<file path="config.mk">
export PLATFORM = sky130hd
export DESIGN_NAME = booth16_pp_gen
export DESIGN_NICKNAME = d
export VERILOG_FILES = /design/src/rtl/booth16_pkg.sv /design/src/rtl/booth16_mult_sel.sv /design/src/rtl/booth16_pp_gen.sv
export SDC_FILE = /design/constraint.sdc
export NUM_CORES = 1
export LEC_CHECK = 0
export CAP_MARGIN = 20
export CELL_PAD_IN_SITES_DETAIL_PLACEMENT = 1
export CELL_PAD_IN_SITES_GLOBAL_PLACEMENT = 1
export CORE_MARGIN = 4
export CORE_UTILIZATION = 50
export DETAILED_ROUTE_END_ITERATION = 8
export GPL_TIMING_DRIVEN = 0
export PLACE_DENSITY_LB_ADDON = 0.15
export SLEW_MARGIN = 10
export SYNTH_ARGS = -nofsm -noshare
export SYNTH_HDL_FRONTEND = slang
export SYNTH_SLANG_ARGS = --single-unit
</file>
<file path="constraint.sdc">
create_clock -name clk -period 15.1 [get_ports clk]
set_input_delay 2.265 -clock clk [delete_from_list [all_inputs] [get_ports clk]]
set_output_delay 2.265 -clock clk [all_outputs]
set_load 0.02 [all_outputs]
</file>
<file path="src/rtl/booth16_pkg.sv">
// Shared types and constants for the radix-16 Booth partial-product generator.
package booth16_pkg;

    localparam int unsigned N_DEF = 16;

    typedef enum logic [1:0] {
        StIdle,
        StPrecomp,
        StEmit
    } state_e;

    // Radix-16 Booth digit, range -8..+8
    typedef logic signed [4:0] digit_t;

endpackage

</file>
<file path="src/rtl/booth16_mult_sel.sv">
// Combinational radix-16 Booth digit decode and multiple select: pp_o = d * M.
module booth16_mult_sel
    import booth16_pkg::*;
#(
    parameter int unsigned N = N_DEF
) (
    input  logic [4:0]          window_i,
    input  logic signed [N+3:0] m_i,
    input  logic signed [N+3:0] m3_i,
    input  logic signed [N+3:0] m5_i,
    input  logic signed [N+3:0] m7_i,
    output logic signed [N+3:0] pp_o
);

    digit_t              digit;
    digit_t              mag_full;
    logic [3:0]          mag;
    logic                neg;
    logic signed [N+3:0] sel;

    always_comb begin
        // window_i = {b[4k+3:4k], b[4k-1]}: signed nibble plus the borrowed bit
        digit    = digit_t'({window_i[4], window_i[4:1]}) + digit_t'({4'b0000, window_i[0]});
        neg      = digit[4];
        mag_full = neg ? -digit : digit;
        mag      = mag_full[3:0];

        sel = '0;
        case (mag)
            4'd1:    sel = m_i;
            4'd2:    sel = m_i <<< 1;
            4'd3:    sel = m3_i;
            4'd4:    sel = m_i <<< 2;
            4'd5:    sel = m5_i;
            4'd6:    sel = m3_i <<< 1;
            4'd7:    sel = m7_i;
            4'd8:    sel = m_i <<< 3;
            default: sel = '0;
        endcase

        pp_o = neg ? -sel : sel;
    end

endmodule

</file>
<file path="src/rtl/booth16_pp_gen.sv">
// Sequential radix-16 Booth partial-product generator: one signed d_k*a per output beat,
// least-significant digit first, after a single precompute cycle for the odd multiples.
module booth16_pp_gen
    import booth16_pkg::*;
#(
    parameter int unsigned N = N_DEF
) (
    input  logic                       clk,
    input  logic                       rst_n,
    input  logic                       start_i,
    output logic                       ready_o,
    input  logic [N-1:0]               a_i,
    input  logic [N-1:0]               b_i,
    output logic [N+3:0]               pp_o,
    output logic                       pp_valid_o,
    input  logic                       pp_ready_i,
    output logic [$clog2(N/4)-1:0]     pp_idx_o,
    output logic                       pp_last_o
);

    localparam int unsigned IdxW = $clog2(N/4);
    localparam logic [IdxW-1:0] PenultIdx = IdxW'(N/4 - 2);

    state_e              state_q;
    logic signed [N+3:0] m_q, m3_q, m5_q, m7_q;
    logic [N-1:0]        b_q;
    logic                b_prev_q;
    logic [IdxW-1:0]     cnt_q;
    logic [N+3:0]        pp_q;
    logic                valid_q;
    logic                last_q;

    logic signed [N+3:0] m3_c, m5_c, m7_c;
    logic signed [N+3:0] m3_use, m5_use, m7_use;
    logic [4:0]          window;
    logic signed [N+3:0] sel_pp;

    assign m3_c = m_q + (m_q <<< 1);
    assign m5_c = m_q + (m_q <<< 2);
    assign m7_c = (m_q <<< 3) - m_q;

    // Beat 0 is formed while the multiples are still being registered, so bypass them.
    // In EMIT the window looks one digit ahead so pp_q is ready on the handshake.
    always_comb begin
        if (state_q == StPrecomp) begin
            m3_use = m3_c;
            m5_use = m5_c;
            m7_use = m7_c;
            window = {b_q[3:0], b_prev_q};
        end else begin
            m3_use = m3_q;
            m5_use = m5_q;
            m7_use = m7_q;
            window = {b_q[7:4], b_q[3]};
        end
    end

    booth16_mult_sel #(
        .N(N)
    ) u_mult_sel (
        .window_i (window),
        .m_i      (m_q),
        .m3_i     (m3_use),
        .m5_i     (m5_use),
        .m7_i     (m7_use),
        .pp_o     (sel_pp)
    );

    always_ff @(posedge clk or negedge rst_n) begin
        if (!rst_n) begin
            state_q  <= StIdle;
            m_q      <= '0;
            m3_q     <= '0;
            m5_q     <= '0;
            m7_q     <= '0;
            b_q      <= '0;
            b_prev_q <= 1'b0;
            cnt_q    <= '0;
            pp_q     <= '0;
            valid_q  <= 1'b0;
            last_q   <= 1'b0;
        end else begin
            case (state_q)
                StIdle: begin
                    if (start_i) begin
                        m_q      <= {{4{a_i[N-1]}}, a_i};
                        b_q      <= b_i;
                        b_prev_q <= 1'b0;
                        cnt_q    <= '0;
                        state_q  <= StPrecomp;
                    end
                end
                StPrecomp: begin
                    m3_q    <= m3_c;
                    m5_q    <= m5_c;
                    m7_q    <= m7_c;
                    pp_q    <= sel_pp;
                    valid_q <= 1'b1;
                    last_q  <= 1'b0;
                    state_q <= StEmit;
                end
                StEmit: begin
                    if (pp_ready_i) begin
                        b_prev_q <= b_q[3];
                        b_q      <= b_q >> 4;
                        if (last_q) begin
                            valid_q <= 1'b0;
                            last_q  <= 1'b0;
                            pp_q    <= '0;
                            cnt_q   <= '0;
                            state_q <= StIdle;
                        end else begin
                            cnt_q  <= cnt_q + 1'b1;
                            last_q <= (cnt_q == PenultIdx);
                            pp_q   <= sel_pp;
                        end
                    end
                end
                default: state_q <= StIdle;
            endcase
        end
    end

    assign ready_o    = (state_q == StIdle);
    assign pp_o       = pp_q;
    assign pp_valid_o = valid_q;
    assign pp_idx_o   = cnt_q;
    assign pp_last_o  = last_q;

endmodule

</file>
==> results.txt <==
- Between clock sinks in the finished design, the worst skew comes to 11.2 ps.
* Yosys top cell area share: 31.7%
- The longest clock path from root to sink contains 2 buffers.
* Synth Register Bits: 119
* Number of failing setup endpoints in the final timing report: 0
- For this block, the routed nets add up to 37900 um of wire.
- The worst register-to-register path has a depth of 28.
- The first global-routing pass estimated 59000 um of wire.
- The number of antenna diodes in the final layout is 0.
* RSZ-0062 raised after global routing: false
- Routability cong.: 1.01
- Cells with a size suffix above 1 make up 8.93% of the layout.
- Die X: 145 um
- Most frequently used flop master after synthesis: dfrtp_1
* GRT Overall Usage: 35.4%
* Library cell with the highest instance count after synthesis: nand2_1
- Final worst path period share: 58.9%
- Pin count of the biggest net entering global routing: 67
- The detailed router finished its first iteration with 1109 violations.
- Cell type with the largest total area after synthesis: dfrtp_1
- Worst hold path stage count: 2
* Synthesized net count: 1205
- Timing would allow up to 0.112 GHz.
* Antenna viol nets, final: 0
- Effective utilization at floorplan: 51.6%
- The worst pin sits at a relative slew slack of 38.5%.
* Total die area: 21000 um^2
- After floorplanning, the core was sized to cover 18200 um^2.
- Average detailed-routed wire length per instance: 26.3 um
* Synthesized instance count: 1116
- Category of the critical setup timing path: flop to flop
* Critical path's largest stage delay: 720 ps
- Data required time of the critical path: 15420 ps
- Area delta synth->final: 16.4%
* Cell repeated most along the worst path: buf_2
- In the synthesized netlist, the cells that appear most often are nand2_1, dfrtp_1, o21ai_0, nor2_1.
- Number of fill cells: 2159
* Clk Tree Root Cell: clkbuf_16
- Number of antenna violations at the first check in global routing: 0
- Using the TritonRoute via totals, the vias-per-cell ratio works out to 6.86.
* Cell type group with the largest total delay on the critical path: buffers and inverters
* Depth of the critical timing path with buffers and inverters included: 28
- Final critical path time including I/O delays and setup: 8900 ps
* Run status: completed
* Util after Layout: 60.1%
- Number of buffers created by CTS: 17
- Buffers inserted by post-CTS timing repair: 0
- Averaged over all synthesized cells, the footprint is 8.42 um^2.
- In this run the tool buffered the top-level ports with 60 buffer cells.
- Final Max Slew Viols: 0
- Maxcap violations: 0
- Clk_lat worst skew: 440 ps
- Slew at the pin closest to its max-slew limit: 915 ps
- The pre-antenna-repair detailed-routing pass consisted of 5 iterations.
* Data arrival at the endpoint of the critical path: 9220 ps
* Post-synthesis sequential area ratio: 31.7%
* Path type of the worst min-delay path: flop to flop
- Number of global-route vias before repair: 10300
* Number of core rows: 49
- STA classifies the critical path endpoint as a flop.
* Half-perimeter wire length after placement: 26600 um
- Register-to-register setup slack: 6200 ps
- In this run the count of I/O pins placed on the die edge is 61.
- Resize count post-CTS: 0
- H-Tree Level Count: 4
- Detailed routing inserted a total of 9868 vias.
* Async set-or-reset flop fraction in the synthesized netlist: 100%
- Count of flip-flops with a built-in enable after synthesis: 0
* CTS sink cnt: 119
- For this run, the number of Yosys warnings is 0.
* WP buf/inv: 12
- Of all nets on the critical path, the largest fanout is 10.
- After synthesis, the netlist uses 101 different library cells.
* Synth top area cells: dfrtp_1, nand2_1, ha_1
- Number of remaining DRC errors: 0
* CTS tree: yes
- The worst setup path is launched from a flop.
* Slowest stage cell on the critical path: o21ai_1
* Number of hold-slack violations in the final timing report: 0
- Summing every instance area after synthesis gives 9390 um^2.
- Net count, final: 1285
- Clk slew on worst S/H paths: 60 ps
- Setup TNS after final layout: 0 ps
* Number of buffers inserted for hold repair after clock tree synthesis: 0
- From bottom edge to top edge, the die measures 145 um.
- Overflow left after global routing: 0
-- path summary, 6_finish.rpt --
path,start,end
max in group asynchronous,rst_n,m7_q[14]
min reg2reg,m3_q[6],m3_q[6]
min,m3_q[6],m3_q[6]
max,state_q[1],pp_o[13]
max reg2reg,state_q[1],pp_o[13]
min in group asynchronous,rst_n,m5_q[14]
-- flip-flops by register name, summed over array words and instances (netlist names), 2 cells and up --
name / flops
pp_idx_o: 2
b_q: 16
m5_q: 20
pp_o: 20
m7_q: 20
m3_q: 20
state_q: 2
m_q: 16
-- tightest hold or removal path: stages, from the launching register on --
cell	delay [ps]
dfrtp_1	320
nand2_1	60
nand2_1	50
-- per-stage QoR --
stage / hold slack (ps) / setup WS (ps) / area, um^2 / cells
finish: 464 / 6200 / 10900 / 1438
global route: 493 / 5930 / 10900 / 1438
CTS: 461 / 6480 / 10900 / 1438
detailed placement: 448 / 6840 / 10300 / 1406
global placement: 436 / 6760 / 10300 / 1405
floorplan: 426 / 8920 / 9390 / 1116
-- kinds of logic (layout without fill, tap and decap cells) --
kind of cell | count (synthesis) | after routing | synth area share, %
buf+inv | 101 | 194 | 4.68
simple gates | 401 | 401 | 21.4
fa+ha+maj | 53 | 53 | 7.22
mux | 31 | 31 | 3.72
xor+xnor | 37 | 37 | 3.45
compound gates | 374 | 374 | 27.9
flops | 119 | 119 | 31.7
-- layout by cell type (no fill, tap or decap), types with 6 or more instances in the layout --
master           count
a2111oi_0            8
a211o_1              9
a211oi_1            22
a21o_1              12
a21oi_1             51
a22o_1               9
a22oi_1             17
a31oi_1              6
and2_1              10
buf_2               15
clkbuf_1            36
clkbuf_16           17
clkdlybuf4s50_1     59
dfrtp_1            119
ha_1                51
inv_1               41
mux2_2               7
mux2i_1             21
nand2_1            185
nand2b_1             8
nand3_1             30
nand4_1             18
nor2_1              61
nor2b_1             11
nor3_1               8
nor4_1               9
o211ai_1            21
o21a_1               9
o21ai_0             98
o21ai_1              8
o22ai_1             10
o31a_1               7
o31ai_1             12
or3_1               10
xnor2_1             24
xor2_1              13
-- cell type report --
| cell class | count | area (um^2) | area share [%] |
|---|---|---|---|
| multi-input combinational | 896 | 5980 | 54.6 |
| timing repair buffer | 61 | 629 | 5.76 |
| sequential | 119 | 2980 | 27.2 |
| inverter | 41 | 154 | 1.41 |
| clock buffer | 18 | 429 | 3.92 |
| buffer | 60 | 285 | 2.61 |
| tap | 229 | 287 | 2.62 |
| clock inverter | 14 | 198 | 1.81 |
-- metal layers --
metal / share of wire [%] / GRT usage, %
met1: 40 / 45.4
met5: 0 / 0
met2: 45 / 55.9
met4: 5.4 / 16.7
met3: 8.9 / 9.64
Power is left out: the tool's default activity adds up to more than one toggle a clock period on the data nets, which glitch-free logic cannot reach.
